File: src/rtl/full_adder_pkg.sv
// full_adder_pkg: shared bit-level helpers for the full adder slice.
// Keeps the cell equations in one place for reuse by wider adders.
package full_adder_pkg;

    // Sum bit of a 1-bit full adder (odd parity of the three inputs).
    function automatic logic fa_sum_bit(
        input logic a,
        input logic b,
        input logic c
    );
        return a ^ b ^ c;
    endfunction

    // Carry bit of a 1-bit full adder (majority of the three inputs).
    function automatic logic fa_carry_bit(
        input logic a,
        input logic b,
        input logic c
    );
        return (a & b) | (a & c) | (b & c);
    endfunction

endpackage

File: src/rtl/full_adder_cell.sv
// full_adder_cell: 1-bit combinational full adder.
// Plain gate equations so X/Z on any input reaches the outputs.
module full_adder_cell
    import full_adder_pkg::*;
(
    input  logic a,
    input  logic b,
    input  logic cin,
    output logic sum,
    output logic cout
);

    // Sum and majority carry of the three input bits.
    always_comb begin
        sum  = fa_sum_bit(a, b, cin);
        cout = fa_carry_bit(a, b, cin);
    end

endmodule

File: src/rtl/full_adder.sv
// full_adder: WIDTH-bit ripple-carry adder of full_adder_cell slices.
// Optional output register (sum_q/cout_q) with async active-high reset.
module full_adder #(
    parameter int WIDTH   = 1,
    parameter bit REG_OUT = 1'b1
) (
    input  logic             clk,
    input  logic             rst,
    input  logic [WIDTH-1:0] a,
    input  logic [WIDTH-1:0] b,
    input  logic             cin,
    input  logic             en,
    output logic [WIDTH-1:0] sum,
    output logic             cout,
    output logic [WIDTH-1:0] sum_q,
    output logic             cout_q
);

    logic [WIDTH:0] carry;

    assign carry[0] = cin;
    assign cout     = carry[WIDTH];

    // Ripple chain: slice i consumes carry[i] and drives carry[i+1].
    for (genvar i = 0; i < WIDTH; i++) begin : g_cell
        full_adder_cell u_cell (
            .a    (a[i]),
            .b    (b[i]),
            .cin  (carry[i]),
            .sum  (sum[i]),
            .cout (carry[i+1])
        );
    end

    if (REG_OUT) begin : g_reg
        logic [WIDTH-1:0] sum_d;
        logic             cout_d;

        // Load the combinational result when enabled, otherwise hold.
        always_comb begin
            sum_d  = sum_q;
            cout_d = cout_q;
            if (en) begin
                sum_d  = sum;
                cout_d = cout;
            end
        end

        // Output register; reset clears it regardless of en or clk.
        always_ff @(posedge clk or posedge rst) begin
            if (rst) begin
                sum_q  <= '0;
                cout_q <= 1'b0;
            end else begin
                sum_q  <= sum_d;
                cout_q <= cout_d;
            end
        end
    end else begin : g_noreg
        assign sum_q  = '0;
        assign cout_q = 1'b0;
    end

endmodule

File: config.mk
export PLATFORM = sky130hd
export DESIGN_NAME = full_adder
export DESIGN_NICKNAME = d
export VERILOG_FILES = /design/src/rtl/full_adder_pkg.sv /design/src/rtl/full_adder_cell.sv /design/src/rtl/full_adder.sv
export SDC_FILE = /design/constraint.sdc
export NUM_CORES = 1
export LEC_CHECK = 0
export ABC_CLOCK_PERIOD_IN_PS = 800
export BUFFER_PORTS_ARGS = -buffer_cell sky130_fd_sc_hd__buf_2
export CAP_MARGIN = 10
export CORE_AREA = 2 2 39 41
export DETAILED_ROUTE_END_ITERATION = 10
export DIE_AREA = 0 0 41 43
export HOLD_SLACK_MARGIN = 0.02
export SYNTH_ARGS = -nofsm -noshare
export SYNTH_HDL_FRONTEND = slang
export SYNTH_SLANG_ARGS = --single-unit
export TNS_END_PERCENT = 1
File: constraint.sdc
create_clock -name clk -period 0.8 [get_ports clk]
set_input_delay 0.08 -clock clk [delete_from_list [all_inputs] [get_ports clk]]
set_output_delay 0.08 -clock clk [all_outputs]
set_load 0.01 [all_outputs]
Word level (Yosys, flattened, before mapping) --
Index checks and enable logic that the tools add are counted.
Storage, ports and cells: word-level logic and storage cells 9, output and inout port bits 4, register bits 2
Cells by class: bitwise logic cells 7
Operators with widths (number):
- 1-bit AND | 3
- 1-bit bitwise OR | 2
- 1-bit XOR | 2

Depth between registers and ports, before layout --
word-level depth 3, mapped depth 2

By module --
From an unflattened synthesis, not the netlist that was laid out.
Second synthesis, totals: cells, all modules 6, area total of the unflattened synthesis 96.3 sq um
By module, submodules not included:
- full_adder | area an instance 76.3 sq um, times used 1, sequential area each 50.0 sq um, cells each 5
- full_adder_cell | area an instance 20.0 sq um, times used 1, sequential area each 0.0 sq um, cells each 1

Worst setup path after synthesis --
OpenSTA, ideal clock, no wires.
path kind input to register, start input a, end register sum_q, stages 2, data arrival time 0.883 ns, data required time 0.675 ns, buffers on the path 0, slack -0.207 ns, path through fa_1 -> mux2_2
Between the ends: word-level cells in the longest chain between the ends 2
RTL lines:
- from (decl) | line full_adder.sv:9 | input logic [WIDTH-1:0] a,
- 1-bit XOR (2 in a row) | line full_adder_pkg.sv:11 | return a ^ b ^ c;
- to (signal assigned) | line full_adder.sv:55 | sum_q <= sum_d;
- to (decl) | line full_adder.sv:15 | output logic [WIDTH-1:0] sum_q,
No other way between the ends. A chain may end at the register's enable or synchronous reset.

Final worst setup path --
start input a, end output sum
Between the ends: word-level cells in the longest chain between the ends 2
RTL lines:
- 1-bit XOR (2 in a row) | line full_adder_pkg.sv:11
- to (decl) | line full_adder.sv:13 | output logic [WIDTH-1:0] sum,
No other way between the ends.

==> flow_metrics.py <==
metrics = {
    "placement": {
        "numPortBuffers": 9,
        "gpl.final_weighted_congestion": 0.543,
    },
    "sta": {
        "clock-skew-final_ns": 0,
        "final.min_clock_period_ns": 0.954,
        "min_period_over_period_pct": 119,
        "finalWorstSetupSlack_ns": -0.154,
        "drv_slew": 0,
        "achievable-frequency_ghz": 1.05,
        "max_slew.worst_pin.slew_ns": 0.0848,
        "relSlewSlack_pct": 94.3,
        "final-setup-viol-count": 3,
        "report.final.hold_viol_count": 0,
        "rsz0062_at_grt": "true",
    },
    "power_and_ir_drop": {
        "total_power_uw": 457,
        "power_density_nw_per_um2": 2210,
        "power_leakage_nw": 0.103,
        "peakVddDrop_mv": 0.303,
    },
    "yosys": {
        "synth_nets": 13,
        "synth.yosys.seq_area_share_pct": 51.9,
        "synth.cell_area_um2": 96.3,
        "netlist_top_cells_area": "sky130_fd_sc_hd__dfrtp_1 52%, sky130_fd_sc_hd__mux2_2 23%, sky130_fd_sc_hd__fa_1 21%",
        "synth_cell_types": 4,
        "ys_ff_latch": 2,
        "yosysTopAreaCell": "sky130_fd_sc_hd__dfrtp_1",
        "synth.yosys.warnings": 0,
        "synth_top_cell_area_share_pct": 51.9,
        "syn-instance-count": 6,
        "syn-mean-instance-area_um2": 16.1,
    },
    "floorplanning": {
        "die_h_um": 43,
        "io-pin-count": 10,
        "design.die.area_um2": 1760,
        "core_area_um2": 1380,
        "start_util_pct": 6.96,
        "row_count": 14,
        "dieWidth_um": 41,
    },
    "cts": {
        "clkSlewWorstSetupHoldPaths_ns": 0.03,
        "cts.sinks": 2,
        "cts.root.buffer_cell": "sky130_fd_sc_hd__clkbuf_4",
        "htree_levels": 1,
        "postCtsSetupBuffers": 0,
        "ctsLongestPathBuffers": 2,
        "cts_made_buffers": 3,
        "worst_skew_pair.late_latency_ns": 0.22,
        "tritoncts": "yes",
    },
    "final_layout": {
        "postLayoutCoreUtil_pct": 14.9,
        "nNetsFinal": 28,
        "layout-drive-gt1-share_pct": 78.9,
        "synthToLayoutAreaGrowth_pct": 114,
        "insertedDiodeCount": 0,
    },
    "detailed_routing": {
        "detail_route.first_pass.iterations": 2,
        "via_per_inst": 2.77,
        "detail_route.wl_per_cell_um": 8.29,
        "via_count": 97,
        "wirelength_um": 290,
        "drtAntennaViolNets": 0,
        "drt_drc_violations_left": 0,
        "detailedRoute.firstIterationViolations": 2,
    },
    "grt": {
        "grt_antenna_before_repair": 0,
        "wire_length_of_the_first_global_routing_pass_um": 441,
        "grt_start_max_net_pins": 3,
        "total_global_routing_track_utilization_pct": 5.13,
        "grt.overflow.total": 0,
        "first_global_vias": 91,
    },
    "critical_path": {
        "cp.required_ns": 0.72,
        "critPathKind": "in2out",
        "crit_path_end_kind": "output pin",
        "cp_startpoint_kind": "input port",
        "data_arrival_time_of_the_worst_path_ns": 0.87,
        "crit_path_max_fanout": 2,
    },
    "min_path": {
        "hold_path.class": "in2reg",
    },
    "run_status": {
        "outcome": "finished with violations",
        "violations": "setup timing",
    },
    "job": {
        "drv_cap": 0,
    },
}
==> area by class of cell <==
class,instances,area [um2]
fillers,155,1180
repair buffers,10,61.3
flip-flops and latches,2,50.0
multi-input cells,3,48.8
clock buffers,3,22.5
well taps,16,20.0
inverters,1,3.75
==> cell families after synthesis <==
family                     share of synthesized area, %
muxes                                              23.4
DFF                                                52.0
buffers and inverters                              3.89
adders and majority gates                          20.8
==> state kept, by name (all words and copies together), names as in the netlist <==
name	flops
sum_q	1
cout_q	1
==> Yosys cell counts, drive strengths merged <==
cell and number:
inv 1, mux2 2, dfrtp 2, fa 1
==> through the flow <==
step | instances | setup slack, ns | cell area [um2] | TNS [ns] | hold slack [ns]
finish | 35 | -0.154 | 206 | -0.181 | 0.145
global route | 35 | -0.182 | 206 | -0.272 | 0.139
CTS | 35 | -0.155 | 204 | -0.264 | 0.133
detailed placement | 31 | -0.275 | 165 | -0.723 | -0.0681
global placement | 31 | -0.293 | 165 | -0.763 | -0.0695
floorplan | 6 | -0.206 | 100 | -0.353 | -0.179
==> critical path, stage by stage <==
cell,delay [ns]
sky130_fd_sc_hd__buf_6,0.09
sky130_fd_sc_hd__fa_2,0.56
sky130_fd_sc_hd__buf_2,0.14
==> cells in the final DEF (no fill, tap or decap), drive strengths merged <==
cell type,synthesis,routed
dfrtp,2,2
mux2,2,2
fa,1,1
dlygate4sd3,0,1
inv,1,1
clkbuf,0,3
buf,0,9
==> final timing paths <==
check	cells past startpoint	start	end	slack, ns
max	3	a	sum	-0.15
min reg2reg	1	cout_q	cout_q	0.51
max reg2reg	1	sum_q	sum_q	0.04
min in group asynchronous	3	rst	cout_q	0.25
min	2	en	sum_q	0.14
max in group asynchronous	3	rst	sum_q	0.45
==> repair_timing <==
action | 4_1_cts | 5_1_grt
pin swaps | 1 | 0
hold buffers | 1 | 0
hold endpoints to repair | 2 | 0
setup endpoints to repair | 5 | 5
gates resized for setup | 1 | 1
==> where the power goes <==
group	switching, mW	leakage, nW	internal, mW
registers	0.00945	0.0234	0.119
clock network	0.0594	0.0138	0.166
logic	0.0441	0.0657	0.0600
==> layer usage <==
| metal | vias up | track usage [%] | part of all wire, % |
|---|---|---|---|
| li1 | 48 | - | - |
| met1 | 37 | 5.48 | 54 |
| met2 | 10 | 3.13 | 23 |
| met3 | 2 | 7.85 | 20 |
| met4 | 0 | 6.00 | 2.8 |
| met5 | - | 0 | 0 |
Note: power is estimated with default switching activity, not from simulation.
